$ cat src/rtl/wavegen_dds.sv
// Direct-digital-synthesis waveform generator: phase accumulator, shaper, amplitude scaler.
// Define WAVEGEN_SINE_EN to build the parabolic sine and rectified modes (3-5).
module wavegen_dds #(
   parameter int W       = 8,
   parameter int PHASE_W = 16
) (
   input  logic               clk,
   input  logic               rst,
   input  logic               en,
   input  logic               cfg_valid,
   output logic               cfg_ready,
   input  logic [2:0]         cfg_mode,
   input  logic [PHASE_W-1:0] cfg_ftw,
   input  logic [W-1:0]       cfg_duty,
   input  logic [W-1:0]       cfg_amp,
   output logic [W-1:0]       waveform,
   output logic               out_valid,
   output logic               phase_wrap
);

   localparam int W2 = 2 * W;
   localparam logic [W-1:0] MAX  = {W{1'b1}};
   localparam logic [W-1:0] MID  = {1'b1, {(W-1){1'b0}}};
   localparam logic [W-1:0] ZERO = {W{1'b0}};
   localparam logic [W:0]   ONE  = {{W{1'b0}}, 1'b1};

   typedef enum logic [1:0] {
      IDLE = 2'd0,
      RUN  = 2'd1,
      PEND = 2'd2
   } state_t;

   state_t state, state_nxt;

   logic [PHASE_W-1:0] phase;
   logic [PHASE_W:0]   sum;
   logic               carry;
   logic               accept;
   logic               load_direct, load_shadow, commit;
   logic               en_d1;

   logic [2:0]         mode_act, mode_sh;
   logic [PHASE_W-1:0] ftw_act, ftw_sh;
   logic [W-1:0]       duty_act, duty_sh;
   logic [W-1:0]       amp_act, amp_sh;

   logic [W-1:0]       s, t;
   logic               h;
   logic [W-1:0]       raw_nxt, raw, amp_pipe;
   logic [W:0]         amp_inc;
   logic [W2-1:0]      scaled;

   assign sum    = {1'b0, phase} + {1'b0, ftw_act};
   assign carry  = en & sum[PHASE_W];
   assign accept = cfg_valid & cfg_ready;

   // Config FSM: direct writes while stopped, shadowed writes committed at phase wrap while running.
   always_comb begin
      state_nxt   = state;
      load_direct = 1'b0;
      load_shadow = 1'b0;
      commit      = 1'b0;
      case (state)
         IDLE: begin
            load_direct = accept;
            if (en) state_nxt = RUN;
            else    state_nxt = IDLE;
         end
         RUN: begin
            if (!en) begin
               load_direct = accept;
               state_nxt   = IDLE;
            end else if (accept) begin
               load_shadow = 1'b1;
               state_nxt   = PEND;
            end else begin
               state_nxt = RUN;
            end
         end
         PEND: begin
            if (!en) begin
               commit    = 1'b1;
               state_nxt = IDLE;
            end else if (carry) begin
               commit    = 1'b1;
               state_nxt = RUN;
            end else begin
               state_nxt = PEND;
            end
         end
         default: state_nxt = IDLE;
      endcase
   end

   always_ff @(posedge clk or posedge rst) begin
      if (rst) begin
         state     <= IDLE;
         cfg_ready <= 1'b1;
      end else begin
         state     <= state_nxt;
         cfg_ready <= (state_nxt != PEND);
      end
   end

   // Active configuration; the shadow is only ever copied here, never read by the datapath.
   always_ff @(posedge clk or posedge rst) begin
      if (rst) begin
         mode_act <= 3'd0;
         ftw_act  <= {PHASE_W{1'b0}};
         duty_act <= MID;
         amp_act  <= MAX;
      end else if (load_direct) begin
         mode_act <= cfg_mode;
         ftw_act  <= cfg_ftw;
         duty_act <= cfg_duty;
         amp_act  <= cfg_amp;
      end else if (commit) begin
         mode_act <= mode_sh;
         ftw_act  <= ftw_sh;
         duty_act <= duty_sh;
         amp_act  <= amp_sh;
      end
   end

   always_ff @(posedge clk or posedge rst) begin
      if (rst) begin
         mode_sh <= 3'd0;
         ftw_sh  <= {PHASE_W{1'b0}};
         duty_sh <= ZERO;
         amp_sh  <= ZERO;
      end else if (load_shadow) begin
         mode_sh <= cfg_mode;
         ftw_sh  <= cfg_ftw;
         duty_sh <= cfg_duty;
         amp_sh  <= cfg_amp;
      end
   end

   // Stage 1: phase accumulator and wrap pulse.
   always_ff @(posedge clk or posedge rst) begin
      if (rst) begin
         phase      <= {PHASE_W{1'b0}};
         phase_wrap <= 1'b0;
         en_d1      <= 1'b0;
         out_valid  <= 1'b0;
      end else begin
         if (en) phase <= sum[PHASE_W-1:0];
         phase_wrap <= carry;
         en_d1      <= en;
         out_valid  <= en_d1;
      end
   end

   assign s = phase[PHASE_W-1 -: W];
   assign t = phase[PHASE_W-2 -: W];
   assign h = phase[PHASE_W-1];

`ifdef WAVEGEN_SINE_EN
   logic [W2-1:0] prod;
   logic [W-1:0]  p, p_dbl, sine_val;
   localparam logic [W-1:0] MID_M1 = {1'b0, {(W-1){1'b1}}};

   // Parabolic half-cycle approximation; p peaks just below MID so p<<1 never overflows.
   always_comb begin
      prod  = W2'(t) * W2'(MAX - t);
      p     = W'(prod >> (W - 1));
      p_dbl = W'({p, 1'b0});
      if (h) sine_val = MID_M1 - p;
      else   sine_val = MID + p;
   end
`endif

   always_comb begin
      raw_nxt = ZERO;
      case (mode_act)
         3'd0:    raw_nxt = (s < duty_act) ? MAX : ZERO;
         3'd1:    raw_nxt = s;
         3'd2:    raw_nxt = h ? ~t : t;
`ifdef WAVEGEN_SINE_EN
         3'd3:    raw_nxt = sine_val;
         3'd4:    raw_nxt = p_dbl;
         3'd5:    raw_nxt = h ? ZERO : p_dbl;
`endif
         default: raw_nxt = ZERO;
      endcase
   end

   // Amplitude travels with its sample so a commit changes mode and amp on the same output cycle.
   always_ff @(posedge clk or posedge rst) begin
      if (rst) begin
         raw      <= ZERO;
         amp_pipe <= MAX;
      end else if (en) begin
         raw      <= raw_nxt;
         amp_pipe <= amp_act;
      end
   end

   always_comb begin
      amp_inc = {1'b0, amp_pipe} + ONE;
      scaled  = W2'(raw) * W2'(amp_inc);
   end

   always_ff @(posedge clk or posedge rst) begin
      if (rst) begin
         waveform <= ZERO;
      end else if (en_d1) begin
         waveform <= W'(scaled >> W);
      end
   end

endmodule
$ cat config.mk
export PLATFORM = sky130hd
export DESIGN_NAME = wavegen_dds
export DESIGN_NICKNAME = d
export VERILOG_FILES = /design/src/rtl/wavegen_dds.sv
export SDC_FILE = /design/constraint.sdc
export NUM_CORES = 1
export LEC_CHECK = 0
export CORE_MARGIN = 10
export CORE_UTILIZATION = 36
export DETAILED_ROUTE_END_ITERATION = 7
export GPL_TIMING_DRIVEN = 0
export SYNTH_ARGS = -nofsm -noshare
export SYNTH_HDL_FRONTEND = slang
export SYNTH_SLANG_ARGS = --single-unit
$ cat constraint.sdc
create_clock -name clk -period 5 [get_ports clk]
set_input_delay 0.75 -clock clk [delete_from_list [all_inputs] [get_ports clk]]
set_output_delay 0.75 -clock clk [all_outputs]
set_load 0.05 [all_outputs]
# Word-level counts from Yosys, hierarchy flattened
# Index checks and enable logic that the tools add are counted.
# totals
wordCells	57
out_inout_bits	11
reg_bits	116
inputBits	39
# classes
n_addsub	2
n_bitwise	3
multipliers	1
n_lt_le_gt_ge	1
reduce_logical	3
eq_ne	5
n_mux	25
# ops
op	n
two-way mux 8 bit	6
two-way mux 16 bit	2
case mux 8 bit (3 select lines)	1
adder 16 x 16 -> 17 bit	1
multiplier 8 x 9 -> 16 bit	1
adder 8 x 1 -> 9 bit (second input constant)	1
< comparator 8 bit	1
two-way mux 1 bit	8
two-way mux 2 bit	4
NOT 8 bit	1
two-way mux 3 bit	2
case mux 2 bit (3 select lines)	1
equality test 3 x 1 -> 1 bit (second input constant)	1
equality test 3 x 2 -> 1 bit (second input constant)	1
logical NOT 3 bit	1
bitwise AND 1 bit	2
equality test 2 x 1 -> 1 bit (second input constant)	1
equality test 2 bit (second input constant)	1
logical NOT 2 bit	1
inequality test 2 bit (second input constant)	1
case mux 1 bit (2 select lines)	1
nonzero test 2 bit	1

# Longest topological paths before layout
# Gate-level depths: netlist of run 1.
# depth
word_depth	7
depth_mapped	19
ltp_nobuf	18

# Worst setup path before layout of run 1
# Ideal clock, no wire load.
# synth_path
path_kind	register to register
startpoint	register amp_pipe[0]
endpoint	register waveform[5]
path_slack_ns	-0.091
arrival_ns	4.966
n_path_buf	1
stages_incl_launch_ff	19
required_ns	4.875
period_less_slack_ns	5.091
setup_time_ns	0.125
path_cell_list	dfstp_2 buf_2 nand2_1 nor2_1 nand3_1 xor2_1 nor2_1 fa_1 fa_1 fa_1 inv_1 fa_1 inv_1 ha_1 or3_1 or3_1 a31o_2 xor2_1 mux2_2
# synth_via
elab_chain_cells	2
# synth_rtl
item	line	text
start: declaration	49	logic [W-1:0] raw_nxt, raw, amp_pipe;
start signal: assignment	195	amp_pipe <= amp_act;
adder 8 x 1 -> 9 bit	200	amp_inc = {1'b0, amp_pipe} + ONE;
multiplier 8 x 9 -> 16 bit	201	scaled = W2'(raw) * W2'(amp_inc);
end signal: assignment	208	waveform <= W'(scaled >> W);
end: declaration	16	output logic [W-1:0] waveform,
# Every way passes these cells.
# A chain may end at the register's enable or synchronous reset.

# Worst setup path after layout of run 1
# layout_path
startpoint	register amp_pipe[1]
endpoint	register waveform[5]
# The elaborated chain is that of the path after synthesis.

==> results of run 1 <==
repair_timing:
action / in CTS / in global routing
gates cloned: 0 / 0
hold buffers: 0 / 0
endpoints found under the setup margin: 5 / 5
buffers inserted: 15 / 6
gates resized for setup: 36 / 16
pin swaps: 29 / 19
Yosys cell counts, types with 2 or more instances:
| master | count | area share |
|---|---|---|
| sky130_fd_sc_hd__a211oi_1 | 7 | 0.0066 |
| sky130_fd_sc_hd__a21o_1 | 16 | 0.015 |
| sky130_fd_sc_hd__a21oi_1 | 10 | 0.0063 |
| sky130_fd_sc_hd__a221oi_1 | 4 | 0.0044 |
| sky130_fd_sc_hd__a22oi_1 | 8 | 0.0076 |
| sky130_fd_sc_hd__a31o_2 | 2 | 0.0022 |
| sky130_fd_sc_hd__a31oi_1 | 3 | 0.0024 |
| sky130_fd_sc_hd__and2_1 | 18 | 0.014 |
| sky130_fd_sc_hd__and3_1 | 3 | 0.0024 |
| sky130_fd_sc_hd__and4_1 | 2 | 0.0022 |
| sky130_fd_sc_hd__buf_1 | 2 | 0.00095 |
| sky130_fd_sc_hd__buf_2 | 4 | 0.0025 |
| sky130_fd_sc_hd__buf_6 | 3 | 0.0043 |
| sky130_fd_sc_hd__clkbuf_1 | 11 | 0.0052 |
| sky130_fd_sc_hd__dfrtp_1 | 98 | 0.31 |
| sky130_fd_sc_hd__dfstp_2 | 18 | 0.060 |
| sky130_fd_sc_hd__fa_1 | 41 | 0.10 |
| sky130_fd_sc_hd__ha_1 | 56 | 0.089 |
| sky130_fd_sc_hd__inv_1 | 65 | 0.031 |
| sky130_fd_sc_hd__mux2_1 | 22 | 0.031 |
| sky130_fd_sc_hd__mux2_2 | 88 | 0.13 |
| sky130_fd_sc_hd__mux2i_1 | 16 | 0.020 |
| sky130_fd_sc_hd__nand2_1 | 24 | 0.011 |
| sky130_fd_sc_hd__nand2b_1 | 14 | 0.011 |
| sky130_fd_sc_hd__nand3_1 | 8 | 0.0051 |
| sky130_fd_sc_hd__nor2_1 | 57 | 0.027 |
| sky130_fd_sc_hd__nor2b_1 | 6 | 0.0047 |
| sky130_fd_sc_hd__nor3_1 | 11 | 0.0070 |
| sky130_fd_sc_hd__o211ai_1 | 2 | 0.0019 |
| sky130_fd_sc_hd__o21a_1 | 7 | 0.0066 |
| sky130_fd_sc_hd__o21ai_0 | 11 | 0.0070 |
| sky130_fd_sc_hd__o21bai_1 | 2 | 0.0019 |
| sky130_fd_sc_hd__o221ai_1 | 8 | 0.0089 |
| sky130_fd_sc_hd__o31a_1 | 4 | 0.0044 |
| sky130_fd_sc_hd__o31ai_1 | 2 | 0.0019 |
| sky130_fd_sc_hd__o41ai_1 | 2 | 0.0022 |
| sky130_fd_sc_hd__or2_2 | 2 | 0.0016 |
| sky130_fd_sc_hd__or3_1 | 2 | 0.0016 |
| sky130_fd_sc_hd__xnor2_1 | 13 | 0.014 |
| sky130_fd_sc_hd__xor2_1 | 17 | 0.019 |
path summary, 6_finish.rpt:
| kind | from | end |
|---|---|---|
| hold reg to reg | en_d1 | out_valid |
| setup reg to reg | amp_pipe[1] | waveform[5] |
| max in group asynchronous | rst | amp_pipe[5] |
| min in group asynchronous | rst | out_valid |
| setup / recovery | amp_pipe[1] | waveform[5] |
| hold / removal | en_d1 | out_valid |
logic make-up (layout without fill, tap and decap cells):
kind of cell    after synthesis  in the layout  share of synthesized area
flops                       116            116                     0.3701
fa+ha+maj                    97             97                     0.1925
simple gates                151            151                    0.09307
xor+xnor                     30             30                    0.03324
buf+inv                      86            190                    0.04432
compound gates               96             96                    0.08990
mux                         126            126                     0.1770
worst max-delay path: cells and delay by family (launching register included):
family / cells / cell delay [ps]
xor gates and xnor gates: 2 / 350
DFF: 1 / 550
AOI/OAI and AO/OA: 1 / 240
muxes: 1 / 260
buffers and inverters: 5 / 470
adders and majority gates: 6 / 2220
and+or+nand+nor: 4 / 900
state kept, by name, indices dropped and copies added (netlist names), 3 cells and up:
signal and flops:
mode_sh 3, phase 16, duty_act 8, amp_pipe 8, waveform 8, mode_act 3
duty_sh 8, ftw_sh 16, ftw_act 16, raw 8, amp_sh 8, amp_act 8
layer usage:
| metal | track usage | vias to the layer above | part of all wire |
|---|---|---|---|
| met4 | 0.03785 | 0 | 0.012 |
| li1 | - | 2619 | - |
| met2 | 0.2099 | 69 | 0.52 |
| met3 | 0.02445 | 19 | 0.022 |
| met1 | 0.1519 | 2738 | 0.45 |
| met5 | 0 | - | 0 |
stage by stage:
| step | power [uW] | TNS (ps) | hold WS (ps) | instance area, um^2 |
|---|---|---|---|---|
| 2_1_floorplan | 4632 | 0 | 351.9 | 7949 |
| 3_3_place_gp | 5387 | -69430 | 363.6 | 8790 |
| 3_5_place_dp | 5460 | -2106 | 376.2 | 8830 |
| 4_1_cts | 7047 | -389.6 | 391.4 | 9789 |
| 5_1_grt | 7839 | -1061 | 408.4 | 9894 |
| 6_report | 7155 | -216.7 | 388.2 | 9894 |
where the power goes:
part	leakage, uW	switching, uW	total [uW]	internal (uW)
clock network	0.000281	477	1220	745
registers	0.00138	340	1790	1450
logic	0.00282	2100	4140	2050
layout make-up:
type / instances / area, um^2 / share of cell area
Buffer: 20 / 115.1 / 0.01163
Clock buffer: 17 / 425.4 / 0.04299
Clock inverter: 15 / 170.2 / 0.01720
Inverter: 66 / 252.7 / 0.02554
Multi-Input combinational cell: 500 / 4936 / 0.4989
Sequential cell: 116 / 2925 / 0.2957
Tap cell: 280 / 350.3 / 0.03541
Timing Repair Buffer: 72 / 719.4 / 0.07271
==> impl_metrics.toml, run 1 <==
[logic_synthesis]
mappedNetlistNets = 838
fraction_of_registers_with_async_set_or_reset_after_synthesis = 1.000
synth_edf_count = 0
syn-mean-instance-area_um2 = 11.26
post_synth_inst_count = 702
synthesized_flop_and_latch_total = 116
synth.yosys.warnings = 0
ys_seq_area_frac = 0.3701
postSynth.topFlopCell = "sky130_fd_sc_hd__dfrtp_1"
syn_area_um2 = 7905
synth.lib_cells_used.distinct = 53

[outcome]
status = "finished with violations"
failing_checks = "setup timing"

[clocking]
cts_buffer_depth = 2
numCtsBuffers = 17
cts_htree_levels = 4
cts_clk_pin_slew_worst_paths_ps = 60
clock_tree_from_tritoncts = "built"
clk-insertion-delay-late_ps = 420
root_buffer = "sky130_fd_sc_hd__clkbuf_16"
clkSinkCount = 116

[worst_setup_path]
reg2reg_depth = 19
critPathMaxStageDelay_ps = 550
worst-r2r-setup-slack_ps = -140
timing.critical_path.cells = "buf_12 -> ha_4 -> nand3_4 -> buf_12 -> xor2_4 -> buf_6 -> nor2_2 -> fa_1 -> fa_1 -> fa_1 -> inv_1 -> fa_1 -> inv_2 -> ha_4 -> or3_1 -> or3_4 -> a31o_4 -> xor2_2 -> mux2_4"
startpoint_type = "register"
critical_path.max_fanout = 4
crit_type = "register to register"
cp.arrival_ps = 5450
worst_ep_required_time_ps = 5300
critical_path.endpoint_type = "register"
critical_path.most_common_cell = "sky130_fd_sc_hd__fa_1"
critPathSlowestCell = "sky130_fd_sc_hd__dfstp_2"

[sta]
final_count_of_negative_setup_slack_endpoints = 2
timing_hold_violations_final = 0
tightestPinTransition_ps = 750.1
final-max-slew-violation-count = 0
fmax_ghz = 0.1944
min_period_over_period = 1.029
setup_repair_after_global_routing_missed_its_margin = "yes"
slew_headroom = 0.4999
timing.clock.skew_ps = 9.069
setup_ws_ps = -143.1
layout_min_cycle_time_ps = 5143

[routing]
vias = 5445
avgRoutedWirePerCell_um = 15.62
wirelength_um = 16970
vias_per_cell = 5.014
drc = 0
first_iter_violations = 244
drt.antenna.violating_nets = 0
drt_pass1_iterations = 4

[run]
max_cap_viol_count = 0

[cells_and_area]
num_antenna_cells = 0
fillCellCount = 1997
layout.cells.most_common_list = "sky130_fd_sc_hd__dfrtp_1 (98), sky130_fd_sc_hd__mux2_2 (87), sky130_fd_sc_hd__inv_1 (61)"
mostFrequentLayoutCell = "sky130_fd_sc_hd__dfrtp_1"
final_util = 0.4562
syn_to_final_growth_pct = 25.17
final_net_count = 929
final_layout_size_suffix_gt1_frac = 0.2667
final-instance-count-excl-fill = 1086

[placed_design]
detailedPlace.worstSlack_ps = -587.4
buffer_ports.inserted = 49
gpl.final_weighted_congestion = 0.8223
numPlacedInstances = 1033
dp_hpwl_um = 12790

[grt]
overflow = 0
grt_pass1_vias = 5661
grt_first_pass_wirelength_um = 28530
grt_antenna_before_repair = 0
globalRouteTotalUtil = 0.1227
grt_max_degree = 82

[floorplan]
ioPinCount = 50
dieWidth_um = 168.2
core-area_um2 = 21690
die_height_um = 168.2
fp.dieArea_um2 = 28290
cell_rows = 54
start_util = 0.3645

[power_and_ir_drop]
total_leakage_power_uw = 0.004476
irDropWorstVdd_uv = 276.3
cellPowerDensity_nw_per_um2 = 723.1

[hold_path]
worstHoldPathCells = 0
timing.hold.worst.class = "register to register"
No activity file was read; power rests on OpenSTA's default activity.
==> inputs of run 2 (changes only) <==
CTS_BUF_LIST = sky130_fd_sc_hd__clkbuf_4   (was not set)
clock period = 6.5 ns   (was 5 ns; I/O delays follow)
==> impl_metrics.toml, run 2 (synthesis results as in run 1) <==
[worst_setup_path]
critical_path.endpoint_type = "register"
crit_type = "register to register"
worst_ep_required_time_ps = 6960
worst-r2r-setup-slack_ps = 910
cp.arrival_ps = 6050
critical_path.max_fanout = 10
startpoint_type = "register"

[routing]
wl_met3_um = 433
top_signal_layer_used = "met4"
wirelength_um = 16320
vias = 5273
met2WireLength_um = 8275
met1Wirelength_um = 7402
drc = 0
vias_per_cell = 4.956
drt_pass1_iterations = 4
first_iter_violations = 207
drt.antenna.violating_nets = 0
avgRoutedWirePerCell_um = 15.34

[power_and_ir_drop]
total_leakage_power_uw = 0.004196
irDropWorstVdd_uv = 228.6
cellPowerDensity_nw_per_um2 = 520.0

[grt]
grt_first_pass_wirelength_um = 27710
globalRouteTotalUtil = 0.1199
overflow = 0
grt_pass1_vias = 5489
grt_antenna_before_repair = 0
grt_max_degree = 71

[clocking]
postCtsSetupRepairBufs = 0
cts_clk_pin_slew_worst_paths_ps = 140
root_buffer = "sky130_fd_sc_hd__clkbuf_4"
cts_hold_buffers = 0
cts_htree_levels = 4
clock_tree_from_tritoncts = "built"
cts_buffer_depth = 2
clk-insertion-delay-late_ps = 550
post_cts.resized_instances = 0
numCtsBuffers = 17
clkSinkCount = 116

[cells_and_area]
syn_to_final_growth_pct = 15.10
layout.area.seq_um2 = 2925
top_regs = "ftw_act (16), ftw_sh (16), phase (16)"
final_util = 0.4195
num_antenna_cells = 0
mostFrequentLayoutCell = "sky130_fd_sc_hd__dfrtp_1"
final_net_count = 907
layout.cells.most_common_list = "sky130_fd_sc_hd__dfrtp_1 (98), sky130_fd_sc_hd__mux2_2 (88), sky130_fd_sc_hd__inv_1 (64)"
final_layout_size_suffix_gt1_frac = 0.1977
final-instance-count-excl-fill = 1064
multi_input_area_um2 = 4629
fillCellCount = 2080

[placed_design]
numPlacedInstances = 1032
buffer_ports.inserted = 49
dp_hpwl_um = 12650
gpl.final_weighted_congestion = 0.8240
detailedPlace.worstSlack_ps = 883.0

[sta]
layout_min_cycle_time_ps = 5592
fmax_ghz = 0.1788
timing.clock.skew_ps = 32.83
min_period_over_period = 0.8603
tns_ps = 0
setup_repair_after_global_routing_missed_its_margin = "no"
final_count_of_negative_setup_slack_endpoints = 0
final-max-slew-violation-count = 0
tightestPinTransition_ps = 1130
slew_headroom = 0.2407
setup_ws_ps = 908.3
timing_hold_violations_final = 0

[hold_path]
timing.hold.worst.class = "register to register"

[floorplan]
fp.dieArea_um2 = 28290
cell_rows = 54
start_util = 0.3645
ioPinCount = 50
core-area_um2 = 21690
die_height_um = 168.2
dieWidth_um = 168.2

[run]
max_cap_viol_count = 0

[outcome]
status = "complete, no violations"
[run 2: cell type report]
type,count,share of cell area
Clock buffer,17,0.01403
Timing Repair Buffer,50,0.05693
Multi-Input combinational cell,500,0.5088
Clock inverter,15,0.02118
Tap cell,280,0.03850
Buffer,20,0.01128
Sequential cell,116,0.3215
Inverter,66,0.02778
[run 2: metrics by stage]
step | total power, uW | area, um^2 | hold slack, ps
floorplan | 3546 | 7905 | 351.9
global placement | 4129 | 8746 | 356.5
detailed placement | 4190 | 8778 | 362.8
CTS | 4811 | 9099 | 367.6
global route | 5257 | 9099 | 396.0
finish | 4731 | 9099 | 362.8
[run 2: critical path, cell delays in order, from the launching register on]
cell and delay, ps:
sky130_fd_sc_hd__dfstp_2 550, sky130_fd_sc_hd__buf_2 200, sky130_fd_sc_hd__nand2_1 70, sky130_fd_sc_hd__nor2_1 160, sky130_fd_sc_hd__nand3_1 120, sky130_fd_sc_hd__xor2_1 570
sky130_fd_sc_hd__nor2_1 130, sky130_fd_sc_hd__fa_1 550, sky130_fd_sc_hd__fa_1 440, sky130_fd_sc_hd__fa_1 540, sky130_fd_sc_hd__inv_1 50, sky130_fd_sc_hd__fa_1 530
sky130_fd_sc_hd__inv_1 40, sky130_fd_sc_hd__ha_1 240, sky130_fd_sc_hd__or3_1 300, sky130_fd_sc_hd__or3_1 350, sky130_fd_sc_hd__a31o_2 270, sky130_fd_sc_hd__xor2_1 140
sky130_fd_sc_hd__mux2_2 260
[run 2: where the power goes]
group | internal (uW) | switching [uW] | total, uW
clock network | 277 | 323 | 600
registers | 1110 | 241 | 1350
logic | 1320 | 1470 | 2780
total | 2700 | 2030 | 4730
[run 2: metal layers]
metal / vias to the layer above / GRT usage
li1: 2572 / -
met1: 2624 / 0.1477
met2: 63 / 0.2025
met3: 14 / 0.02794
met4: 0 / 0.03785
met5: - / 0
[run 2: path summary, 6_finish.rpt]
kind | startpoint | end | depth (start not counted)
max in group asynchronous | rst | amp_act[0] | 3
setup / recovery | amp_pipe[0] | waveform[5] | 18
min in group asynchronous | rst | out_valid | 2
hold / removal | en_d1 | out_valid | 0
setup reg to reg | amp_pipe[0] | waveform[5] | 18
hold reg to reg | en_d1 | out_valid | 0
==> inputs of run 3 (changes only) <==
CORE_MARGIN = not set   (was 10)
CORE_UTILIZATION = 30   (was 36)
SLEW_MARGIN = 20   (was not set)
==> impl_metrics.toml, run 3 (synthesis results as in run 1) <==
[worst_setup_path]
startpoint_type = "register"
setup_crit_start = "amp_pipe[0]"
critPathMaxStageDelay_ps = 570
critical_path.most_common_cell = "sky130_fd_sc_hd__fa_1"
critical_path.max_fanout = 10
cp.arrival_ps = 6090
cpLargestDelayFamily = "adder cells"
worst_ep_required_time_ps = 6960
critPathSlowestCell = "sky130_fd_sc_hd__xor2_1"
critical_path.endpoint_type = "register"
r2r-start = "amp_pipe[0]"
timing.critical_path.cells = "buf_2 -> nand3_1 -> xor2_1 -> nor2_1 -> fa_1 -> fa_1 -> inv_1 -> fa_1 -> inv_1 -> fa_1 -> ha_1 -> o21a_1 -> o21ai_0 -> nor3_1 -> or3_1 -> a31o_2 -> xor2_1 -> mux2_2"
crit_type = "register to register"
critPathBufInv = 3

[cells_and_area]
mostFrequentLayoutCell = "sky130_fd_sc_hd__dfrtp_1"
final_util = 0.3501
top_regs = "ftw_act (16), ftw_sh (16), phase (16)"
final_net_count = 907
layout.cells.most_common_list = "sky130_fd_sc_hd__dfrtp_1 (98), sky130_fd_sc_hd__mux2_2 (88), sky130_fd_sc_hd__inv_1 (64)"
final_layout_size_suffix_gt1_frac = 0.1990
syn_to_final_growth_pct = 15.07
final-instance-count-excl-fill = 1119
num_antenna_cells = 0

[sta]
final-max-slew-violation-count = 0
slew_headroom = 0.4839
fmax_ghz = 0.1777
final_count_of_negative_setup_slack_endpoints = 0
min_period_over_period = 0.8659
tightestPinTransition_ps = 768.6
timing_hold_violations_final = 0
setup_repair_after_global_routing_missed_its_margin = "no"
hold_ws_ps = 376.7
timing.clock.skew_ps = 29.64
layout_min_cycle_time_ps = 5628
tns_ps = 0

[clocking]
clk-insertion-delay-late_ps = 560
cts_htree_levels = 4
clkSinkCount = 116
root_buffer = "sky130_fd_sc_hd__clkbuf_4"
post_cts.resized_instances = 0
cts_clk_pin_slew_worst_paths_ps = 120
cts_buffer_depth = 2
cts_hold_buffers = 0
numCtsBuffers = 17
postCtsSetupRepairBufs = 0
clock_tree_from_tritoncts = "built"

[placed_design]
numPlacedInstances = 1087
dp_hpwl_um = 12570
buffer_ports.inserted = 49
gpl.final_weighted_congestion = 0.8188

[routing]
first_iter_violations = 155
vias_per_cell = 4.748
drt_pass1_iterations = 4
drt.antenna.violating_nets = 0
avgRoutedWirePerCell_um = 14.50
wirelength_um = 16220
vias = 5313
drc = 0

[floorplan]
core-area_um2 = 25980
cell_rows = 59
die_height_um = 164.3
start_util = 0.3042
dieWidth_um = 164.3
fp.dieArea_um2 = 27000
ioPinCount = 50

[grt]
overflow = 0
grt_max_degree = 80
grt_first_pass_wirelength_um = 27210
grt_pass1_vias = 5483
grt_antenna_before_repair = 0
globalRouteTotalUtil = 0.1301

[run]
max_cap_viol_count = 0

[outcome]
status = "complete, no violations"

[hold_path]
timing.hold.worst.class = "register to register"
hold_start = "en_d1"

[power_and_ir_drop]
cellPowerDensity_nw_per_um2 = 506.6
irDropWorstVdd_uv = 176.0
total_leakage_power_uw = 0.004154
-- run 3: cell count changes in the layout (fill, tap and decap cells not counted) --
cell	change
sky130_fd_sc_hd__bufinv_16	-3
sky130_fd_sc_hd__clkinvlp_4	+3
sky130_fd_sc_hd__clkbuf_4	+2
sky130_fd_sc_hd__clkinv_4	-2
sky130_fd_sc_hd__clkinv_2	+1
sky130_fd_sc_hd__inv_8	-1
sky130_fd_sc_hd__nor3_1	-1
sky130_fd_sc_hd__nor3_2	+1
-- run 3: through the flow --
step,instance area (um^2),setup slack (ps),power [uW]
finish,9096,871.5,4608
global route,9096,602.6,5119
CTS,9096,841.7,4685
detailed placement,8852,838.2,4192
global placement,8815,610.8,4121
floorplan,7905,1409,3546
-- run 3: where the power goes --
part,leakage (uW),switching (uW),internal [uW]
Clock,0.000127,306,165
Combinational,0.00265,1480,1320
Sequential,0.00138,238,1110
-- run 3: worst register-to-register path, stage by stage (launching register included) --
cell                      delay (ps)
sky130_fd_sc_hd__dfstp_2         540
sky130_fd_sc_hd__buf_2           200
sky130_fd_sc_hd__nand3_1         110
sky130_fd_sc_hd__xor2_1          570
sky130_fd_sc_hd__nor2_1          120
sky130_fd_sc_hd__fa_1            430
sky130_fd_sc_hd__fa_1            540
sky130_fd_sc_hd__inv_1            50
sky130_fd_sc_hd__fa_1            470
sky130_fd_sc_hd__inv_1            50
sky130_fd_sc_hd__fa_1            470
sky130_fd_sc_hd__ha_1            300
sky130_fd_sc_hd__o21a_1          100
sky130_fd_sc_hd__o21ai_0         330
sky130_fd_sc_hd__nor3_1          170
sky130_fd_sc_hd__or3_1           440
sky130_fd_sc_hd__a31o_2          270
sky130_fd_sc_hd__xor2_1          140
sky130_fd_sc_hd__mux2_2          260
-- run 3: metal layers --
metal | wire (um) | vias to the layer above | global-route usage | share of wire
met5 | 0 | - | 0 | 0
met4 | 166 | 0 | 0.04377 | 0.010
met3 | 593 | 16 | 0.02652 | 0.037
met2 | 8281 | 76 | 0.2223 | 0.51
met1 | 7180 | 2647 | 0.1626 | 0.44
li1 | - | 2574 | - | -
-- run 3: cell type report --
type / count / area (um^2)
Fill cell: 2693 / 16890
Multi-Input combinational cell: 500 / 4634
Sequential cell: 116 / 2925
Timing Repair Buffer: 50 / 518.0
Tap cell: 335 / 419.2
Inverter: 66 / 252.7
Clock buffer: 19 / 142.6
Buffer: 20 / 102.6
Clock inverter: 13 / 101.3
-- run 3: final timing paths --
path / end / slack [ps] / cells past startpoint
max: waveform[5] / 870 / 18
max in group asynchronous: duty_act[7] / 4950 / 3
min in group asynchronous: out_valid / 780 / 2
min reg2reg: out_valid / 380 / 0
max reg2reg: waveform[5] / 870 / 18
min: out_valid / 380 / 0
